`src/rtl/periph_reg_arbiter.sv`:
```
// periph_reg_arbiter: round-robin arbiter sharing one reg bus.
// Optional hung-slave abort: define PERIPH_ARB_TIMEOUT_EN.
package reg_pkg;
    typedef struct packed {
        logic [31:0] addr;
        logic        write;
        logic [31:0] wdata;
        logic [3:0]  wstrb;
        logic        valid;
    } reg_req_t;

    typedef struct packed {
        logic [31:0] rdata;
        logic        error;
        logic        ready;
    } reg_rsp_t;
endpackage

module periph_reg_arbiter
    import reg_pkg::*;
#(
    parameter int NUM_REQ        = 2,
    parameter int TIMEOUT_CYCLES = 64
) (
    input  logic                       clk_i,
    input  logic                       rst_ni,
    input  reg_req_t                   in_req_i [NUM_REQ],
    output reg_rsp_t                   in_rsp_o [NUM_REQ],
    output reg_req_t                   out_req_o,
    input  reg_rsp_t                   out_rsp_i,
    output logic                       busy_o,
    output logic [$clog2(NUM_REQ)-1:0] grant_idx_o,
    output logic                       timeout_err_o
);
    localparam int IW = $clog2(NUM_REQ);

    typedef enum logic {
        IDLE,
        BUSY
    } state_t;

    state_t        state_q, state_d;
    logic [IW-1:0] rr_q, rr_d;
    logic [IW-1:0] grant_q, grant_d;
    logic [IW-1:0] pick, grant_nxt;
    logic          found;

`ifdef PERIPH_ARB_TIMEOUT_EN
    localparam int CW = $clog2(TIMEOUT_CYCLES);
    logic [CW-1:0] count_q, count_d;
    logic          timeout;
`endif

    assign grant_nxt = (grant_q == IW'(NUM_REQ - 1)) ? '0 : grant_q + 1'b1;

    // First valid requester scanning from rr_q upward, wrapping.
    always_comb begin
        int idx;
        found = 1'b0;
        pick  = rr_q;
        idx   = 0;
        for (int k = 0; k < NUM_REQ; k++) begin
            idx = int'(rr_q) + k;
            if (idx >= NUM_REQ) idx = idx - NUM_REQ;
            if (!found && in_req_i[IW'(idx)].valid) begin
                found = 1'b1;
                pick  = IW'(idx);
            end
        end
    end

    // Next state, pointer update and bus steering.
    always_comb begin
        state_d   = state_q;
        rr_d      = rr_q;
        grant_d   = grant_q;
        out_req_o = '0;
        for (int i = 0; i < NUM_REQ; i++) in_rsp_o[i] = '0;
`ifdef PERIPH_ARB_TIMEOUT_EN
        count_d = count_q;
        timeout = 1'b0;
`endif
        unique case (state_q)
            IDLE: begin
                if (found) begin
                    grant_d = pick;
                    state_d = BUSY;
`ifdef PERIPH_ARB_TIMEOUT_EN
                    count_d = '0;
`endif
                end
            end
            BUSY: begin
                out_req_o         = in_req_i[grant_q];
                in_rsp_o[grant_q] = out_rsp_i;
`ifdef PERIPH_ARB_TIMEOUT_EN
                count_d = count_q + 1'b1;
`endif
                if (!in_req_i[grant_q].valid) begin
                    // master walked away: no response, keep rotation
                    state_d = IDLE;
                end else if (out_rsp_i.ready) begin
                    state_d = IDLE;
                    rr_d    = grant_nxt;
`ifdef PERIPH_ARB_TIMEOUT_EN
                end else if (count_q == CW'(TIMEOUT_CYCLES - 1)) begin
                    timeout                 = 1'b1;
                    out_req_o.valid         = 1'b0;
                    in_rsp_o[grant_q].rdata = 32'hBADC_AB1E;
                    in_rsp_o[grant_q].error = 1'b1;
                    in_rsp_o[grant_q].ready = 1'b1;
                    state_d                 = IDLE;
                    rr_d                    = grant_nxt;
`endif
                end
            end
            default: state_d = IDLE;
        endcase
    end

    // State, rotation pointer and grant registers.
    always_ff @(posedge clk_i or negedge rst_ni) begin
        if (!rst_ni) begin
            state_q <= IDLE;
            rr_q    <= '0;
            grant_q <= '0;
`ifdef PERIPH_ARB_TIMEOUT_EN
            count_q <= '0;
`endif
        end else begin
            state_q <= state_d;
            rr_q    <= rr_d;
            grant_q <= grant_d;
`ifdef PERIPH_ARB_TIMEOUT_EN
            count_q <= count_d;
`endif
        end
    end

    assign busy_o      = (state_q == BUSY);
    assign grant_idx_o = grant_q;

`ifdef PERIPH_ARB_TIMEOUT_EN
    assign timeout_err_o = timeout;
`else
    assign timeout_err_o = 1'b0;
`endif

endmodule
```
`config.mk`:
```
export PLATFORM = sky130hd
export DESIGN_NAME = periph_reg_arbiter
export DESIGN_NICKNAME = d
export VERILOG_FILES = /design/src/rtl/periph_reg_arbiter.sv
export SDC_FILE = /design/constraint.sdc
export NUM_CORES = 1
export LEC_CHECK = 0
export CAP_MARGIN = 5
export CORE_AREA = 2 2 122 124
export CTS_CLUSTER_SIZE = 24
export DETAILED_ROUTE_END_ITERATION = 8
export DIE_AREA = 0 0 124 126
export GPL_ROUTABILITY_DRIVEN = 0
export MAX_ROUTING_LAYER = met4
export SLEW_MARGIN = 0
export SYNTH_ARGS = -nofsm -noshare
export SYNTH_HDL_FRONTEND = slang
export SYNTH_SLANG_ARGS = --single-unit
export TNS_END_PERCENT = 100
```
`constraint.sdc`:
```
create_clock -name clk_i -period 1.4 [get_ports clk_i]
set_clock_uncertainty 0.05 [all_clocks]
set_input_delay 0.21 -clock clk_i [delete_from_list [all_inputs] [get_ports clk_i]]
set_output_delay 0.21 -clock clk_i [all_outputs]
set_load 0.01 [all_outputs]
```
### Word-level counts from Yosys, hierarchy flattened

Cells that the tools add are included.

| word-level totals | value |
|---|---|
| bits in registers | 3 |

| cells by class | value |
|---|---|
| add/sub/neg operators | 4 |
| order comparisons | 6 |
| muxes and demuxes | 22 |
| bitwise gates (word level) | 5 |
| reductions and logical operators | 5 |

Operator list:

| cell | count |
|---|---|
| two-way mux 70 bit | 4 |
| bitwise AND 68 bit | 1 |
| two-way mux 68 bit | 1 |
| demux 34 bit (select 1 bit) | 1 |
| two-way mux 34 bit | 1 |
| two-way mux 1 bit | 14 |
| >= comparator 1 x 2 -> 1 bit (second input constant) | 3 |
| >= comparator 2 bit (second input constant) | 2 |
| NOT 1 bit | 3 |
| AND reduction 3 bit | 1 |
| adder 1 x 1 -> 2 bit (second input constant) | 1 |
| logical AND 1 bit | 2 |
| less-than comparator 2 x 1 -> 1 bit (second input constant) | 1 |
| NOT 1 -> 2 bit | 1 |
| one-hot mux 1 bit (2 select lines) | 1 |
| AND reduction 2 bit | 1 |
| subtractor 1 bit (second input constant) | 2 |
| adder 1 bit (second input constant) | 1 |
| logical NOT 1 bit | 1 |

### Depth between registers and ports, before layout

| depth | value |
|---|---|
| depth after elaboration | 12 |
| mapped depth | 4 |
| mapped depth without buffers | 2 |

### Worst setup path after synthesis

No wires, ideal clock.

| timing | value |
|---|---|
| path type | reg-to-output |
| start point | register grant_q (netlist: grant_idx_o) |
| end point | output port in_rsp_o[10] (netlist bit) |
| arrival | 1.061 ns |
| required time | 1.140 ns |
| setup slack | 0.079 ns |
| cell stages (with the launch flop) | 5 |
| path buffers | 3 |
| cell sequence | dfrtp_1 buf_4 buf_6 buf_6 and3_1 |

RTL lines:

| what | line | RTL |
|---|---|---|
| start, declared | 44 | `logic [IW-1:0] grant_q, grant_d;` |
| start signal, assigned | 133 | `grant_q <= grant_d;` |
| end, declared | 28 | `output reg_rsp_t in_rsp_o [NUM_REQ],` |

==> impl_metrics.csv <==
group,metric,value,unit
status,status,"complete, but fails checks",
status,violations,"setup timing",
drt,viasPerCell,4.10,
finish,drive_above_1_share,41.3,%
placement,dp_cells,743,
grt,antenna_found_initial,0,
clock_network,cts-root-buf,"clkbuf_16",
sta,tns,-47.46,ns
setup_path,r2r_end,"rr_q$_DFFE_PN0P_",
yosys,synth_cells,250,
sta,min_period_over_period,132,%
finish,final_cell_count_no_fill,792,
sta,clock.fmax,0.542,GHz
pwr,p_leak,3.03,nW
drt,avgRoutedWirePerCell,16.3,um
setup_path,crit_arrival,1.59,ns
floorplan,row_count,44,
finish,seqCellArea,80.1,um^2
drt,dr_total_vias,3244,
sta,rsz0062_at_grt,"true",
floorplan,dieArea,15600,um^2
floorplan,dieWidth,124,um
yosys,ys_seq_area_share,3.90,%
yosys,ys_ff_latch,3,
setup_path,crit_required,1.14,ns
hold_path,hold_path_class,"input pin to async pin",
run,max_cap_viol_count,0,
placement,port_buffers,315,
clock_network,clk_pin_slew,0.03,ns
drt,drc,0,
pwr,vdd_drop_max,0.000533,V
yosys,synth.cell_area,1930,um^2
setup_path,critPathLaunch,"grant_idx_o$_DFFE_PN0P_",
grt,grt_max_degree,30,
floorplan,start_util,13.5,%
clock_network,numCtsBuffers,3,
finish,antennaDiodeCount,0,
setup_path,worstReg2RegStart,"grant_idx_o$_DFFE_PN0P_",
grt,grt_pass1_wl,18100,um
yosys,yosysUniqueCellTypes,17,
sta,setup_viol,141,
finish,fillCellCount,1441,
setup_path,reg2reg_depth,5,
setup_path,cp_max_fo,5,
yosys,syn_area_per_cell,7.70,um^2
clock_network,clock_sinks,3,
grt,grt_use_total,15.4,%
pwr,pwr_density_cell,1220,nW/um^2
floorplan,num_io_pins,317,
sta,period_minus_slack,1.85,ns
yosys,netlist.area_leader.share,36.4,%
yosys,yosys.area.top_type,"mux2i_1",
drt,antenna_left,0,
drt,drtIter0Drc,32,
finish,nNetsFinal,785,
finish,final_util,40.7,%
grt,first_global_vias,3445,
finish,multi_input_area,1850,um^2
sta,finalHoldViolCount,0,
setup_path,critPathSlowestCell,"dfrtp_4",
clock_network,insertion_delay,0.22,ns
setup_path,cpPeakStageDelay,0.51,ns
floorplan,core,14300,um^2
drt,first_pass_iters,4,
setup_path,cp-endpoint,"in_rsp_o[50]",
drt,wirelength,12900,um
sta,final_max_slew_viol_count,0,
finish,syn_to_final_growth,203,%
setup_path,ff2ff_setup_slack,-0.03,ns
setup_path,worstSetupEndpointType,"output port",
sta,setup_slack,-0.446,ns
yosys,syn_nets,426,
setup_path,crit_chain,"buf_4, buf_12, and2b_2, buf_6, and2_1, buf_2",
yosys,synthTopCellsByArea,"mux2i_1, nor2b_1, and2_1",
clock_network,cts_max_path_buffers,2,
floorplan,die_y,126,um
setup_path,critPathKind,"flip-flop to output port",
setup_path,startpoint_type,"flip-flop",
clock_network,htreeDepth,1,
placement,place_hpwl,9050,um
grt,overflow,0,
clock_network,tritoncts,"built",
yosys,synth_warnings,0,
-- Yosys cell counts (all sizes together) --
cell    count
nor2b      73
mux2i      70
and2       34
and3       34
buf        18
clkbuf     10
dfrtp       3
a211o       1
a32o        1
and2b       1
and4b       1
conb        1
mux2        1
nand3       1
o21ai       1
-- where the power goes --
| group | switching, mW | total (mW) | internal, mW |
|---|---|---|---|
| Sequential | 0.0565 | 0.188 | 0.132 |
| Combinational | 2.57 | 6.50 | 3.93 |
| Clock | 0.0756 | 0.451 | 0.376 |
| Total | 2.70 | 7.14 | 4.43 |
-- final cells by class --
class / count / share of cell area (%)
timing repair buffer: 377 / 61.6
multi-input combinational: 224 / 31.7
sequential: 3 / 1.37
clock buffer: 4 / 1.35
tap: 184 / 3.95
-- placed cells by master, fill, tap and decap left out --
master	n
and2_1	21
a32o_1	1
buf_4	11
and2b_2	4
mux2i_1	68
and2b_4	2
clkbuf_1	1
clkdlybuf4s50_1	175
and3_1	13
and2_4	13
buf_2	105
buf_16	6
nor2b_1	72
buf_8	5
nand3_1	1
buf_12	14
dfrtp_2	1
dfrtp_4	1
mux2_4	1
clkbuf_16	5
nor2b_4	1
a211o_1	1
and3_4	21
o21ai_1	1
conb_1	1
dfrtp_1	1
mux2i_2	2
buf_6	59
and4b_1	1
-- per-layer routing --
metal	vias to the layer above	wire length (um)	GRT usage, %
li1	1565	-	-
met1	1478	4460	15.0
met2	191	7210	31.0
met3	10	1120	3.22
met4	0	103	2.31
met5	-	0	-
-- worst max-delay path: cells and delay by family, from the launching register on --
kind          cells  cell delay, ns
flops             1            0.51
buf+inv           4            0.51
simple gates      2            0.34
-- registers in the layout, indices dropped and copies added (netlist names) --
name and flops:
rr_q 1, busy_o 1, grant_idx_o 1
-- what timing repair did --
| action | in CTS | in global routing |
|---|---|---|
| hold buffers | 0 | 0 |
| endpoints found under the setup margin | 141 | 142 |
| setup buffers | 27 | 8 |
| cloned | 13 | 2 |
| pin swaps | 41 | 3 |
| resized for setup | 646 | 43 |
-- through the flow --
stage                     setup slack, ns  hold slack [ns]  power, mW  area [um^2]
after global placement             -0.508            0.357       5.26         5380
after detailed placement           -0.520            0.358       5.30         5380
after global routing               -0.490            0.124       7.63         5830
after floorplan                    0.0786           -0.136       2.73         1930
final                              -0.446            0.123       7.14         5830
after CTS                          -0.444            0.122       6.73         5590
-- worst min-delay path by stage --
stage,endpoint,slack (ns),cells after the start
3_5_place_dp,rr_q$_DFFE_PN0P_,0.36,1
5_1_grt,grant_idx_o$_DFFE_PN0P_,0.12,1
3_3_place_gp,grant_idx_o$_DFFE_PN0P_,0.36,1
2_1_floorplan,busy_o$_DFF_PN0_,-0.14,0
6_report,grant_idx_o$_DFFE_PN0P_,0.12,1
4_1_cts,grant_idx_o$_DFFE_PN0P_,0.12,1
-- cells by family (layout without fill, tap and decap cells) --
logic type | count (synthesis) | in the layout | share of synthesized area [%]
AND/OR/NAND/NOR | 144 | 149 | 47.1
multiplexers | 71 | 71 | 37.0
buffers and inverters | 28 | 381 | 10.6
AO/OA/AOI/OAI | 3 | 3 | 1.23
flip-flops | 3 | 3 | 3.90
other | 1 | 1 | 0.195
Note: power is estimated with default switching activity, not from simulation.
